File: src/rtl/fp_divider_single_seq.sv
// fp_divider_single_seq
//   Iterative IEEE-754 single-precision divider, Div_Out = A / B.
//   The mantissa quotient comes from a 25-step radix-2 restoring divider
//   (one quotient bit per clock). The result is truncated toward zero.
//   Latency is fixed at 27 cycles from the start edge to done, specials
//   included.
//
// Ports
//   clk         in   rising-edge clock
//   rst_n       in   asynchronous active-low reset
//   start       in   request, sampled only while idle
//   A, B        in   dividend / divisor, IEEE-754 single
//   busy        out  high whenever the FSM is not idle
//   done        out  one-cycle pulse when Div_Out is valid
//   Div_Out     out  quotient, held until the next done
//   div_by_zero out  nonzero / zero flag, valid with done and held with Div_Out
module fp_divider_single_seq #(
    parameter int          EXP_BIAS   = 127,
    parameter int unsigned ITERATIONS = 25
) (
    input  logic        clk,
    input  logic        rst_n,
    input  logic        start,
    input  logic [31:0] A,
    input  logic [31:0] B,
    output logic        busy,
    output logic        done,
    output logic [31:0] Div_Out,
    output logic        div_by_zero
);

    localparam int unsigned CntW = $clog2(ITERATIONS);

    typedef enum logic [2:0] {StIdle, StPrep, StDiv, StNorm, StDone} state_e;
    typedef enum logic [2:0] {SpNone, SpNan, SpDivZero, SpInf, SpZero} special_e;

    state_e            state_q;
    special_e          special_q;
    special_e          special;
    logic [31:0]       a_q, b_q;
    logic              sign_q;
    logic [23:0]       mb_q;
    logic [24:0]       r_q;
    logic [24:0]       q_q;
    logic signed [9:0] exp_tmp_q;
    logic [CntW-1:0]   cnt_q;

    // Field split and classification of the latched operands
    logic [7:0]        a_exp, b_exp;
    logic [22:0]       a_man, b_man;
    logic              a_zero, b_zero, a_inf, b_inf, a_nan, b_nan;
    logic signed [9:0] exp_diff;

    // Restoring divider step and normalisation
    logic              r_ge;
    logic [24:0]       r_rem;
    logic [24:0]       r_shift;
    logic [22:0]       norm_man;
    logic signed [9:0] norm_exp;
    logic [31:0]       result;

    always_comb begin
        a_exp    = a_q[30:23];
        b_exp    = b_q[30:23];
        a_man    = a_q[22:0];
        b_man    = b_q[22:0];
        // Exponent 0 covers both zero and denormals; both are treated as zero
        a_zero   = (a_exp == 8'h00);
        b_zero   = (b_exp == 8'h00);
        a_inf    = (a_exp == 8'hFF) && (a_man == 23'd0);
        b_inf    = (b_exp == 8'hFF) && (b_man == 23'd0);
        a_nan    = (a_exp == 8'hFF) && (a_man != 23'd0);
        b_nan    = (b_exp == 8'hFF) && (b_man != 23'd0);
        exp_diff = signed'({2'b00, a_exp}) - signed'({2'b00, b_exp});

        if (a_nan || b_nan || (a_zero && b_zero) || (a_inf && b_inf)) begin
            special = SpNan;
        end else if (b_zero) begin
            special = SpDivZero;
        end else if (a_inf) begin
            special = SpInf;
        end else if (b_inf || a_zero) begin
            special = SpZero;
        end else begin
            special = SpNone;
        end

        // R < Mb after each subtract, so the shift never loses a set bit
        r_ge    = (r_q >= {1'b0, mb_q});
        r_rem   = r_ge ? (r_q - {1'b0, mb_q}) : r_q;
        r_shift = r_rem << 1;

        if (q_q[24]) begin
            norm_man = q_q[23:1];
            norm_exp = exp_tmp_q + signed'(10'(EXP_BIAS));
        end else begin
            norm_man = q_q[22:0];
            norm_exp = exp_tmp_q + signed'(10'(EXP_BIAS)) - 10'sd1;
        end

        unique case (special_q)
            SpNan:     result = 32'h7FC0_0000;
            SpDivZero: result = {sign_q, 31'h7F80_0000};
            SpInf:     result = {sign_q, 8'hFF, 23'd0};
            SpZero:    result = {sign_q, 31'd0};
            default: begin
                if (norm_exp <= 10'sd0) begin
                    result = {sign_q, 31'd0};
                end else if (norm_exp >= 10'sd255) begin
                    result = {sign_q, 8'hFF, 23'd0};
                end else begin
                    result = {sign_q, norm_exp[7:0], norm_man};
                end
            end
        endcase
    end

    assign busy = (state_q != StIdle);

    always_ff @(posedge clk or negedge rst_n) begin
        if (!rst_n) begin
            state_q     <= StIdle;
            special_q   <= SpNone;
            a_q         <= 32'd0;
            b_q         <= 32'd0;
            sign_q      <= 1'b0;
            mb_q        <= 24'd0;
            r_q         <= 25'd0;
            q_q         <= 25'd0;
            exp_tmp_q   <= 10'sd0;
            cnt_q       <= '0;
            done        <= 1'b0;
            Div_Out     <= 32'd0;
            div_by_zero <= 1'b0;
        end else begin
            done <= 1'b0;
            unique case (state_q)
                StIdle: begin
                    if (start) begin
                        a_q     <= A;
                        b_q     <= B;
                        state_q <= StPrep;
                    end
                end
                StPrep: begin
                    sign_q    <= a_q[31] ^ b_q[31];
                    mb_q      <= {1'b1, b_man};
                    r_q       <= {2'b01, a_man};
                    exp_tmp_q <= exp_diff;
                    special_q <= special;
                    q_q       <= 25'd0;
                    cnt_q     <= '0;
                    state_q   <= StDiv;
                end
                StDiv: begin
                    // Shifting in MSB-first lands the first bit at q[24]
                    q_q   <= {q_q[23:0], r_ge};
                    r_q   <= r_shift;
                    cnt_q <= cnt_q + 1'b1;
                    if (cnt_q == CntW'(ITERATIONS - 1)) begin
                        state_q <= StNorm;
                    end
                end
                StNorm: begin
                    Div_Out     <= result;
                    div_by_zero <= (special_q == SpDivZero);
                    done        <= 1'b1;
                    state_q     <= StDone;
                end
                StDone: begin
                    state_q <= StIdle;
                end
                default: begin
                    state_q <= StIdle;
                end
            endcase
        end
    end

endmodule
File: config.mk
export PLATFORM = sky130hd
export DESIGN_NAME = fp_divider_single_seq
export DESIGN_NICKNAME = d
export VERILOG_FILES = /design/src/rtl/fp_divider_single_seq.sv
export SDC_FILE = /design/constraint.sdc
export NUM_CORES = 1
export LEC_CHECK = 0
export ABC_AREA = 1
export BUFFER_PORTS_ARGS = -buffer_cell sky130_fd_sc_hd__buf_2
export CORE_ASPECT_RATIO = 0.75
export CORE_UTILIZATION = 50
export DETAILED_ROUTE_END_ITERATION = 8
export PLACE_DENSITY = 0.74
export RECOVER_POWER = 25
export SETUP_SLACK_MARGIN = 0.5
export SKIP_CTS_REPAIR_TIMING = 1
export SYNTH_ARGS = -nofsm -noshare
export SYNTH_HDL_FRONTEND = slang
export SYNTH_SLANG_ARGS = --single-unit
File: constraint.sdc
create_clock -name clk -period 2.3 [get_ports clk]
set_input_delay 0.345 -clock clk [delete_from_list [all_inputs] [get_ports clk]]
set_output_delay 0.345 -clock clk [all_outputs]
set_load 0.005 [all_outputs]
==> impl_metrics.toml <==
[status]
status = "complete, but fails checks"
violations = "max-capacitance violations, max-slew violations, negative setup slack"

[route]
drt_iter0_markers = 875
wl_per_cell_um = 16.91
vias_per_cell = 5.483
wl_mm = 29.94
ant_nets = 0
vias = 9711
dr.pass1.iters = 5
drc = 0

[placed_design]
port_buffers = 101
place.gp.congestion = 1.021
dp_worst_setup_slack_ps = 8.272
dp_hpwl_mm = 19.73

[layout]
nFillCells = 1604
multi_input_area_um2 = 6011
layout.cells.most_common = "nand2_1"
final_nets = 1580
syn_to_final_growth_pct = 31.74
final_cell_mix = "190 x nand2_1, 186 x dfrtp_1, 163 x inv_1, 125 x nor2_1, 100 x buf_2"
drive_gt1_share_pct = 33.80
register_area_um2 = 4838

[global_routing]
grt_max_degree = 66
track_usage_pct = 25.84
grt_pass1_wl_mm = 43.87
overflow = 0
grt_pass1_vias = 8703
grt_antenna_before_repair = 1

[clock_network]
clkSlewWorstSetupHoldPaths_ps = 80
clk_latency_ps = 450
numCtsBuffers = 17
clockBufferDepth = 2
htree_levels = 4
cts_tree = "done"
cts.sinks = 193
cts-root-buf = "clkbuf_16"

[floorplan]
die_y_um = 128.0
core_um2 = 20490
die_area_um2 = 21770
die_x_um = 170.0
rows = 45
ios = 102
start_util_pct = 51.67

[timing]
fmax_mhz = 424.3
worst_pin_slew_ps = 1537
rsz0062_at_grt = "yes"
hold-worst-slack_ps = 121.2
hold_violations = 0
finalWorstSetupSlack_ps = -56.73
relSlewSlack_pct = -2.450
finalCriticalPeriod_ps = 2357
setup_viol = 17
period_share_pct = 102.5
skew_ps = 18.77
slew_viol_final = 59

[critical_path]
cpPeakStageDelay_ps = 380
cp.required_ps = 2650
cp-start-kind = "register"
endpoint_kind = "register"
path_buf_inv = 4
critPathMaxFanout = 8
critPathTopFamily = "compound AO/OA/AOI/OAI gates"
worst-setup-path-type = "reg2reg"
cp_cell_sequence = "inv_2, ha_4, a21oi_4, o21ai_2, o21bai_4, a21oi_4, nand3_4, buf_12, clkbuf_16, o21ai_2, nand2_1, nand2_1, inv_1"
critPathArrivalTime_ps = 2710
cp_slowest_cell = "dfrtp_1"

[logic_synthesis]
synthCells = 1322
yosysWarningCount = 0
ys_seq_area_share_pct = 45.61
synth_area_leaders = "dfrtp_1 46%, nand2_1 8.5%, inv_1 6.9%, nor2_1 4.9%, a21oi_1 4.8%"
synth_ff_type = "dfrtp_1"
ys_types = 44
syn_area_um2 = 10590
synth_top_cell_area_share_pct = 45.61
async_flop_share_pct = 100.0
synth-seq-cells = 193
synth_edf_count = 0
synth_top_area_cell = "dfrtp_1"
synth_area_per_cell_um2 = 8.010
synth_nets = 1427

[hold_path]
hold_class = "in2reg"

[flow_run]
cap_violations = 1
## state kept, by name, indices dropped and copies added, names as in the netlist
name / count
q_q: 25
done: 1
b_q: 32
cnt_q: 5
exp_tmp_q: 9
r_q: 25
a_q: 32
div_by_zero: 1
Div_Out: 32
sign_q: 1
special_q: 3
mb_q: 24
state_q: 3
## cell usage after synthesis, types with 2 or more instances
master / instances
nor2_4: 2
xor2_1: 12
fa_1: 2
nand3_1: 68
ha_1: 36
buf_2: 4
o22ai_1: 28
nor4_1: 12
a21o_1: 4
nor3_1: 10
or2_2: 3
buf_6: 5
o21bai_1: 7
o21ai_2: 2
inv_2: 2
o31ai_1: 4
nand2_2: 5
nand2_1: 240
clkbuf_1: 39
clkinv_1: 2
nand4_1: 29
o21ai_1: 13
buf_1: 2
inv_1: 196
a21boi_0: 2
o21ai_0: 93
xnor2_1: 11
a31oi_1: 3
nor2_1: 138
nand3_2: 3
nor2_2: 4
a21oi_1: 101
mux2_2: 37
dfrtp_1: 193
## worst reg2reg max path, cell delays in order, from the launching register on
cell       delay, ps
dfrtp_1          380
inv_2            140
ha_4             260
a21oi_4          200
o21ai_2           80
o21bai_4         200
a21oi_4          180
nand3_4          190
buf_12           180
clkbuf_16        160
o21ai_2          120
nand2_1           60
nand2_1           60
inv_1             40
## logic make-up after synthesis
family	Yosys count	share of synthesized area, %
buffers and inverters	250	9.264
xor gates and xnor gates	24	2.162
adders and majority gates	38	4.632
muxes	37	3.935
and+or+nand+nor	518	21.01
AOI/OAI and AO/OA	262	13.39
DFF	193	45.61
## stage by stage
stage	utilization, %	setup TNS (ps)	cell area (um2)	instances
global route	68.05	-5677	13950	1770
CTS	60.84	0	12470	1721
finish	68.06	-435.2	13950	1771
global placement	57.87	0	11860	1689
detailed placement	57.87	0	11860	1689
floorplan	-	0	10880	1322
## cell type report
type,count,area share (%)
Multi-Input combinational cell,879,43.09
Sequential cell,193,34.68
Timing Repair Buffer,184,9.839
Inverter,200,5.480
Clock buffer,17,3.050
Tap cell,282,2.529
Clock inverter,15,1.310
Antenna cell,1,0.01794
## worst paths after layout
kind                       startpoint           end  slack (ps)  depth (start not counted)
setup / recovery             mb_q[14]        r_q[6]         -60                         13
hold / removal                   B[2]        b_q[2]         120                          2
setup reg to reg             mb_q[14]        r_q[6]         -60                         13
hold reg to reg              cnt_q[4]      cnt_q[4]         470                          1
max in group asynchronous       rst_n  exp_tmp_q[0]         330                          3
min in group asynchronous       rst_n    Div_Out[7]         810                          2
## metal layers
layer | up-vias | global-route usage, % | wire [um]
li1 | 4641 | - | -
met1 | 4569 | 38.56 | 13680
met2 | 429 | 37.61 | 13050
met3 | 72 | 5.773 | 2392
met4 | 0 | 6.995 | 817
met5 | - | 0 | 0
Power is not shown: default switching activity piles up to over one toggle a cycle in this logic, so the estimate is an artifact.
